File: config.mk
export PLATFORM = sky130hd
export DESIGN_NAME = seq_booth_multiplier
export DESIGN_NICKNAME = d
export VERILOG_FILES = /design/src/rtl/mul_pkg.sv /design/src/rtl/booth_step.sv /design/src/rtl/seq_booth_multiplier.sv
export SDC_FILE = /design/constraint.sdc
export NUM_CORES = 1
export LEC_CHECK = 0
export CORE_MARGIN = 2
export CORE_UTILIZATION = 56
export DETAILED_ROUTE_END_ITERATION = 7
export GPL_TIMING_DRIVEN = 0
export PLACE_DENSITY = 0.86
export SETUP_SLACK_MARGIN = 0.4
export SLEW_MARGIN = 20
export SYNTH_ARGS = -nofsm -noshare
export SYNTH_HDL_FRONTEND = slang
export SYNTH_SLANG_ARGS = --single-unit
export TNS_END_PERCENT = 100
File: constraint.sdc
create_clock -name clk -period 4.7 [get_ports clk]
set_input_delay 1.41 -clock clk [delete_from_list [all_inputs] [get_ports clk]]
set_output_delay 1.41 -clock clk [all_outputs]
set_load 0.03 [all_outputs]
File: src/rtl/mul_pkg.sv
// Shared types and constants for the sequential Booth multiplier.
package mul_pkg;

  // Controller states; the value is visible on the top-level debug port.
  typedef enum logic [1:0] {
    IDLE = 2'd0,
    RUN  = 2'd1,
    DONE = 2'd2
  } mul_state_e;

  // Bit positions inside the 4-bit flags word {N, Z, C, V}.
  localparam int FLAG_N = 3;
  localparam int FLAG_Z = 2;
  localparam int FLAG_C = 1;
  localparam int FLAG_V = 0;

endpackage

File: src/rtl/booth_step.sv
// One radix-2 Booth iteration: optional add/subtract of the multiplicand into
// the accumulator, then an arithmetic right shift of {acc, q, q-1}.
module booth_step #(
  parameter int WIDTH = 32
) (
  input  logic [WIDTH:0] acc_i,
  input  logic [WIDTH:0] q_i,
  input  logic           qm1_i,
  input  logic [WIDTH:0] mcand_i,
  output logic [WIDTH:0] acc_o,
  output logic [WIDTH:0] q_o,
  output logic           qm1_o
);

  logic           do_add;
  logic           do_sub;
  logic [WIDTH:0] operand;
  logic [WIDTH:0] sum;
  logic [WIDTH:0] acc_sel;

  // A single adder handles both directions: subtraction is add of ~M plus 1.
  always_comb begin
    do_add  = ~q_i[0] & qm1_i;
    do_sub  = q_i[0] & ~qm1_i;
    operand = do_sub ? ~mcand_i : mcand_i;
    sum     = acc_i + operand + {{WIDTH{1'b0}}, do_sub};
    acc_sel = (do_add | do_sub) ? sum : acc_i;
    acc_o   = {acc_sel[WIDTH], acc_sel[WIDTH:1]};
    q_o     = {acc_sel[0], q_i[WIDTH:1]};
    qm1_o   = q_i[0];
  end

endmodule

File: src/rtl/seq_booth_multiplier.sv
// Sequential radix-2 Booth multiplier, signed or unsigned, one iteration per
// clock. Operands are widened by one bit so both modes share the same signed
// datapath; WIDTH+1 iterations later the 2*WIDTH product and flags are latched.
//
// Handshake: start is sampled only in IDLE or DONE; the operation accepted on
// that edge completes with a one-cycle done pulse WIDTH+1 edges later, busy is
// high in between and every input is ignored while busy. A start seen during
// the DONE cycle launches the next operation with no gap.
module seq_booth_multiplier
  import mul_pkg::*;
#(
  parameter int WIDTH = 32
) (
  input  logic             clk,
  input  logic             rst_n,
  input  logic             start,
  input  logic             signed_mode,
  input  logic [WIDTH-1:0] in1,
  input  logic [WIDTH-1:0] in2,
  output logic             busy,
  output logic             done,
  output logic [WIDTH-1:0] product_hi,
  output logic [WIDTH-1:0] product_lo,
  output logic [3:0]       flags,
  output mul_state_e       dbg_state_o
);

  localparam int CW = $clog2(WIDTH + 2);
  localparam logic [CW-1:0] ITERS = CW'(WIDTH + 1);

  mul_state_e       state_q;
  logic [WIDTH:0]   acc_q;
  logic [WIDTH:0]   q_q;
  logic             qm1_q;
  logic [WIDTH:0]   mcand_q;
  logic             mode_q;
  logic [CW-1:0]    cnt_q;
  logic             busy_q;
  logic             done_q;
  logic [WIDTH-1:0] hi_q;
  logic [WIDTH-1:0] lo_q;
  logic [3:0]       flags_q;

  logic [WIDTH:0]     step_acc;
  logic [WIDTH:0]     step_q;
  logic               step_qm1;
  logic [WIDTH:0]     mcand_d;
  logic [WIDTH:0]     mplier_d;
  logic [2*WIDTH-1:0] prod_d;
  logic [3:0]         flags_d;

  booth_step #(.WIDTH(WIDTH)) u_step (
    .acc_i   (acc_q),
    .q_i     (q_q),
    .qm1_i   (qm1_q),
    .mcand_i (mcand_q),
    .acc_o   (step_acc),
    .q_o     (step_q),
    .qm1_o   (step_qm1)
  );

  // Operand widening and the result/flags that the final iteration produces.
  always_comb begin
    mcand_d  = signed_mode ? {in1[WIDTH-1], in1} : {1'b0, in1};
    mplier_d = signed_mode ? {in2[WIDTH-1], in2} : {1'b0, in2};
    prod_d   = {step_acc[WIDTH-2:0], step_q};
    flags_d  = 4'b0000;
    flags_d[FLAG_N] = mode_q & prod_d[2*WIDTH-1];
    flags_d[FLAG_Z] = (prod_d == '0);
    flags_d[FLAG_C] = ~mode_q & (prod_d[2*WIDTH-1:WIDTH] != '0);
    flags_d[FLAG_V] = mode_q &
                      (prod_d[2*WIDTH-1:WIDTH] != {WIDTH{prod_d[WIDTH-1]}});
  end

  // Controller, datapath registers and registered outputs.
  always_ff @(posedge clk or negedge rst_n) begin
    if (!rst_n) begin
      state_q <= IDLE;
      acc_q   <= '0;
      q_q     <= '0;
      qm1_q   <= 1'b0;
      mcand_q <= '0;
      mode_q  <= 1'b0;
      cnt_q   <= '0;
      busy_q  <= 1'b0;
      done_q  <= 1'b0;
      hi_q    <= '0;
      lo_q    <= '0;
      flags_q <= 4'b0000;
    end else begin
      case (state_q)
        IDLE, DONE: begin
          done_q <= 1'b0;
          if (start) begin
            state_q <= RUN;
            busy_q  <= 1'b1;
            acc_q   <= '0;
            q_q     <= mplier_d;
            qm1_q   <= 1'b0;
            mcand_q <= mcand_d;
            mode_q  <= signed_mode;
            cnt_q   <= ITERS;
          end else begin
            state_q <= IDLE;
          end
        end
        RUN: begin
          acc_q <= step_acc;
          q_q   <= step_q;
          qm1_q <= step_qm1;
          cnt_q <= cnt_q - CW'(1);
          if (cnt_q == CW'(1)) begin
            state_q <= DONE;
            busy_q  <= 1'b0;
            done_q  <= 1'b1;
            hi_q    <= prod_d[2*WIDTH-1:WIDTH];
            lo_q    <= prod_d[WIDTH-1:0];
            flags_q <= flags_d;
          end
        end
        default: begin
          state_q <= IDLE;
          busy_q  <= 1'b0;
          done_q  <= 1'b0;
        end
      endcase
    end
  end

  assign busy        = busy_q;
  assign done        = done_q;
  assign product_hi  = hi_q;
  assign product_lo  = lo_q;
  assign flags       = flags_q;
  assign dbg_state_o = state_q;

endmodule

# Yosys cells after proc, flatten, opt, wreduce, memory -nomap -nowiden
# Index checks and enable logic that the tools add are counted.
[classes] addsub=3 n_mul=0 div=0 n_lt_le_gt_ge=0 eq_ne=6 shifts=0 n_mux=20 bitwise=10 reduce_logical=9
[op_table] operator="$mux 33" n=6
[op_table] operator="$pmux 33 s2" n=2
[op_table] operator="$logic_not 64->1" n=1
[op_table] operator="$add 33x1->33" n=1
[op_table] operator="$add 33x33->33" n=1
[op_table] operator="$not 33->33" n=1
[op_table] operator="$ne 32x32->1" n=1
[op_table] operator="$reduce_bool 32->1" n=1
[op_table] operator="$pmux 6 s2" n=1
[op_table] operator="$reduce_and 2->1" n=4
[op_table] operator="$eq 6x1->1 const B" n=1
[op_table] operator="$mux 1" n=6
[op_table] operator="$mux 6" n=1
[op_table] operator="$sub 6x1->6 const B" n=1
[op_table] operator="$and 1x1->1" n=5
[op_table] operator="$ne 2x2->1 const B" n=2
[op_table] operator="$pmux 1 s2" n=2
[op_table] operator="$pmux 2 s2" n=1
[op_table] operator="$not 1->1" n=3
[op_table] operator="$eq 2x1->1 const B" n=1
[op_table] operator="$eq 2x2->1 const B" n=1
[op_table] operator="$logic_not 2->1" n=1
[op_table] operator="$mux 2" n=1
[op_table] operator="$reduce_bool 2->1" n=1
[op_table] operator="2 further kinds" n=2
[word_totals] ff_bits=179 latch_bits=0 ramBits=0 romBits=0 input_bits=68 out_inout_bits=72 word_cells=60 mem_count=0

# Logic depth before layout (Yosys ltp)
[logic_depth] depth_word=8 mapped_depth=17

# Modules after synthesis
# From an unflattened synthesis, not the netlist that was laid out.
[hier_totals] hier_cells=1005 hier_area_um2=9937.0
[modules_own_cells] mod="seq_booth_multiplier" n_inst=1 cells_per_inst=590 area_per_inst_um2=7010.5 seq_area_each_um2=4479.3
[modules_own_cells] mod="booth_step" n_inst=1 cells_per_inst=415 area_per_inst_um2=2926.6 seq_area_each_um2=0.0

# Worst setup path after synthesis
# No wires, ideal clock.
[synth_path] path_type="flip-flop to flip-flop" startpoint="reg qm1_q" endpoint="reg flags_q[0] (netlist: flags[0])" arrival_ns=3.777 required_time_ns=4.566 slack_ns=0.789 stages_incl_launch_ff=17 period_less_slack_ns=3.911 path_cell_list="dfrtp_1 > inv_1 > ha_1 > buf_2 > buf_1 > xor2_1 > fa_1 > a211oi_2 > o211ai_2 > a211o_1 > o211ai_2 > nand2_1 > or4_1 > nor4b_2 > a31oi_1 > a221oi_1 > a31oi_1"
[synth_via] elab_chain_len=8 word_cells_on_any_way=10 cone_classes="2 x add/sub; 1 x eq/ne; 2 x mux; 5 x bitwise"
[synth_lines] item="start: declaration" line_no="seq_booth_multiplier.sv:34" text="logic qm1_q;"
[synth_lines] item="start signal: assignment" line_no="seq_booth_multiplier.sv:110" text="qm1_q <= step_qm1;"
[synth_lines] item="$not 1->1" line_no="booth_step.sv:24" text="do_sub = q_i[0] & ~qm1_i;"
[synth_lines] item="$and 1x1->1" line_no="booth_step.sv:24"
[synth_lines] item="$mux 33" line_no="booth_step.sv:25" text="operand = do_sub ? ~mcand_i : mcand_i;"
[synth_lines] item="$add 33x33->33" line_no="booth_step.sv:26" text="sum = acc_i + operand + {{WIDTH{1'b0}}, do_sub};"
[synth_lines] item="$add 33x1->33" line_no="booth_step.sv:26"
[synth_lines] item="$mux 33 (*)" line_no="booth_step.sv:27" text="acc_sel = (do_add | do_sub) ? sum : acc_i;"
[synth_lines] item="$ne 32x32->1 (*)" line_no="seq_booth_multiplier.sv:72" text="(prod_d[2*WIDTH-1:WIDTH] != {WIDTH{prod_d[WIDTH-1]}});"
[synth_lines] item="$and 1x1->1 (*)" line_no="seq_booth_multiplier.sv:71" text="flags_d[FLAG_V] = mode_q &"
[synth_lines] item="end signal: assignment" line_no="seq_booth_multiplier.sv:118" text="flags_q <= flags_d;"
[synth_lines] item="end: declaration" line_no="seq_booth_multiplier.sv:42" text="logic [3:0] flags_q;"
# Every way passes the cells marked *; elsewhere a longest branch is shown, timed or not.
# A chain may end at the register's enable or synchronous reset.

# Final worst setup path
[layout_path] startpoint="reg qm1_q" endpoint="reg flags_q[2] (netlist: flags[2])"
[layout_via] elab_chain_len=7 word_cells_on_any_way=9 cone_classes="2 x add/sub; 2 x mux; 4 x bitwise; 1 x reduce/logical"
[layout_lines] item="$not 1->1" line_no="booth_step.sv:24"
[layout_lines] item="$and 1x1->1" line_no="booth_step.sv:24"
[layout_lines] item="$mux 33" line_no="booth_step.sv:25"
[layout_lines] item="$add 33x33->33" line_no="booth_step.sv:26"
[layout_lines] item="$add 33x1->33" line_no="booth_step.sv:26"
[layout_lines] item="$mux 33 (*)" line_no="booth_step.sv:27"
[layout_lines] item="$logic_not 64->1 (*)" line_no="seq_booth_multiplier.sv:69" text="flags_d[FLAG_Z] = (prod_d == '0);"
# Marks and branches as above.

==> impl_results.md <==
* Outcome: completed
* Warnings, synthesis at 0
* Number of nets in the synthesized netlist at 1236
* Final net count at around 1400
* Hold/Removal Path Class: flip-flop to flip-flop
* Worst hold margin at 0.478 ns
* Worst path arrival time at 4.59 ns
* Die Ht at 138 µm
* Setup slack of the worst register-to-register path at between 0.4 and 0.5 ns
* Remaining design rule violation count at 0
* Clock root buffer master: sky130_fd_sc_hd__clkbuf_16
* Hold Violations, Final at 0
* Period Utilization, post-route at about nine tenths
* Clk slew on worst S/H paths at about 0.07 ns
* Seq/Total Area, Yosys at 44.1%
* Ant. Diodes at 0
* Buffers added on ports at ~140
* Avg Vias per Cell at ~6.1
* Die Width at roughly 140 µm
* I/O pin cnt at between 100 and 150
* Area taken by flip-flops and latches at 4430 µm²
* Placed Instance Area at roughly 12000 µm²
* Routability congestion estimate from global placement at roughly 0.92
* Worst relative slew slack at a little under half
* Area of the die at roughly 19000 µm²
* Antenna violations before repair at 0
* Clock tree from TritonCTS: done
* Fraction of registers with async set or reset after synthesis at 100%
* Post-detailed-route wirelength per cell at 19.9 µm
* Number of maximum-capacitance constraint violations at 0
* Share of post-route cells with drive strength above 1 at just over 9%
* Worst Setup Slack post-DPL at -0.280 ns
* Fmax at around 240 MHz
* Total setup violations reported at the end of the flow at 0
* Detailed-router iteration count before antenna repair at 5
* Overflow left after global routing at 0
* Worst Slack Setup Final at ~0.48 ns
* Required arrival time at the worst endpoint at ~5.1 ns
* Number of cell rows at between 40 and 50
* Drt total wl at 30.5 mm
* Max-slew violation total from the final report at 0
* Std-Cell Core Area at 17400 µm²
* Number of distinct standard cells referenced by the synthesized netlist at between 100 and 150
* Tot GR Track Use at roughly 33%
* Most frequently used flop master after synthesis: sky130_fd_sc_hd__dfrtp_1
* Count of routing violations after the opening detailed-route iteration at approximately 750
* Setup Crit Path Kind: flip-flop to flip-flop
* Global-route wire length before repair at 48.5 mm
* Element type at the critical path end: flip-flop
* Bufs on Longest Clock Path at 2
* Number of filler cells placed in the layout at around 1400
* Final antenna-violating net count at 0
* Largest net degree at the start of global routing at 71
* Total standard cell area after synthesis at about 10000 µm²
* Via Count at between 9000 and 10000
* Unrepaired setup endpoints after global routing: true
* Flip-flop and latch count after synthesis at between 150 and 200
* Tmin final at roughly 4.2 ns
* Htree depth at 4
* Highest net fanout along the worst path at 10
* Number of buffers created by CTS at 17
* Area of all placed cells without fillers at roughly 13000 µm²
* Multi-input gate area in the final layout at approximately 5300 µm²
* Starting Density at ~58%
* Post-Syn Area per Cell at about 8.9 µm²
* HPWL after detailed placement at 22.6 mm
* Total number of clock tree sinks at 177
* CTS Hold Buffers Added at 0
* Post-synth EDFFs at 0
* Clock Skew at between 0.01 and 0.015 ns
* Kind of start point of the critical path: flip-flop
* Via count of the first global-routing pass at approximately 9200
* Synthesized instance count at around 1100
* Measured slew at the worst slew-check pin at 0.791 ns
* Later-pin clock latency in the skew report at between 0.4 and 0.5 ns
* Layout overhead on the synthesized area at 25.1%
[path summary, 6_finish.rpt]
| kind | end | from | depth (start not counted) |
|---|---|---|---|
| setup / recovery | flags[2] | qm1_q | 17 |
| hold / removal | product_hi[15] | product_hi[15] | 2 |
| hold reg to reg | product_hi[15] | product_hi[15] | 2 |
| max in group asynchronous | q_q[30] | rst_n | 3 |
| min in group asynchronous | mcand_q[7] | rst_n | 1 |
| setup reg to reg | flags[2] | qm1_q | 17 |
[cell usage in the layout (no fill, tap or decap), drive strengths merged, types with 5 or more instances in the layout]
cell	n
a22oi	33
nor2	31
nand4	14
clkdlybuf4s50	138
a211oi	8
nand2b	7
o31ai	5
xnor2	7
and3	7
inv	23
nand2	378
or3	5
mux2i	10
o21a	7
a22o	12
o211ai	13
nor4	13
buf	24
nor3	12
dfrtp	177
ha	37
clkbuf	60
clkinv	7
a31oi	6
a21o	14
o221ai	5
a21oi	42
o21ai	70
nand3	14
xor2	37
[per-stage QoR]
stage          util [%]  std cells  setup TNS [ns]
3_3_place_gp       67.2       1494         -879.34
4_1_cts            71.4       1528               0
5_1_grt            72.1       1531               0
3_5_place_dp       67.6       1496          -0.502
6_report           72.1       1531               0
2_1_floorplan         -       1130               0
[layer usage]
layer | vias to the layer above | track usage, % | share of wire (%) | wire (µm)
met2 | 406 | 52.7 | 47 | 14300
met3 | 68 | 6.62 | 8.3 | 2520
li1 | 4283 | - | - | -
met1 | 4515 | 46.0 | 42 | 12800
met5 | - | 0 | 0 | 0
met4 | 0 | 11.3 | 2.9 | 891
[Yosys cell counts (11+ instances only)]
cell type / count / area (µm²)
sky130_fd_sc_hd__nor4_1: 12 / 75.1
sky130_fd_sc_hd__nor2_1: 31 / 116
sky130_fd_sc_hd__inv_1: 14 / 52.6
sky130_fd_sc_hd__nor3_1: 11 / 55.1
sky130_fd_sc_hd__nand4_1: 14 / 87.6
sky130_fd_sc_hd__o21ai_0: 64 / 320
sky130_fd_sc_hd__a21oi_1: 38 / 190
sky130_fd_sc_hd__ha_1: 37 / 463
sky130_fd_sc_hd__a22oi_1: 33 / 248
sky130_fd_sc_hd__a21o_1: 13 / 97.6
sky130_fd_sc_hd__xor2_1: 37 / 324
sky130_fd_sc_hd__a22o_1: 11 / 96.3
sky130_fd_sc_hd__clkbuf_1: 36 / 135
sky130_fd_sc_hd__nand2_1: 376 / 1410
sky130_fd_sc_hd__nand3_1: 14 / 70.1
sky130_fd_sc_hd__dfrtp_1: 177 / 4430
[area by class of cell]
| type | count | area share [%] |
|---|---|---|
| multi-input combinational | 876 | 42.4 |
| sequential | 177 | 35.3 |
| timing repair buffer | 144 | 11.7 |
| clock buffer | 17 | 3.39 |
| buffer | 61 | 2.88 |
| tap | 225 | 2.24 |
| clock inverter | 15 | 1.63 |
| inverter | 16 | 0.478 |
[sequential cells by signal, indices dropped and copies added, names as in the netlist]
register / count
qm1_q: 1
product_hi: 32
cnt_q: 6
mcand_q: 33
busy: 1
dbg_state_o: 2
flags: 4
mode_q: 1
acc_q: 32
product_lo: 32
q_q: 33
[repair_timing]
item / 4_1_cts / 5_1_grt
resized for setup: 20 / 20
endpoints found under the hold margin: 0 / 0
pin swaps: 0 / 10
setup endpoints to repair: 7 / 3
setup buffers: 0 / 3
[kinds of logic after synthesis]
kind of cell,after synthesis,share of synthesized area (%)
xor gates and xnor gates,44,3.84
adders and majority gates,38,4.81
and+or+nand+nor,520,22.8
AOI/OAI and AO/OA,263,19.3
buffers and inverters,77,3.88
DFF,177,44.1
muxes,11,1.23
[worst max-delay path, cell delays in order (launching register included)]
cell	delay, ns
sky130_fd_sc_hd__dfrtp_1	0.39
sky130_fd_sc_hd__inv_1	0.06
sky130_fd_sc_hd__ha_1	0.18
sky130_fd_sc_hd__clkbuf_4	0.20
sky130_fd_sc_hd__buf_8	0.19
sky130_fd_sc_hd__xor2_1	0.17
sky130_fd_sc_hd__ha_1	0.26
sky130_fd_sc_hd__buf_2	0.19
sky130_fd_sc_hd__nand4_1	0.26
sky130_fd_sc_hd__nor3_1	0.31
sky130_fd_sc_hd__o21ai_2	0.16
sky130_fd_sc_hd__a211oi_2	0.35
sky130_fd_sc_hd__o2111ai_1	0.22
sky130_fd_sc_hd__and3_1	0.25
sky130_fd_sc_hd__nor3_4	0.32
sky130_fd_sc_hd__nand2_2	0.11
sky130_fd_sc_hd__nor4_4	0.32
sky130_fd_sc_hd__a32o_2	0.21
Power is left out: the tool's default activity adds up to more than one toggle a clock period on the data nets, which glitch-free logic cannot reach.
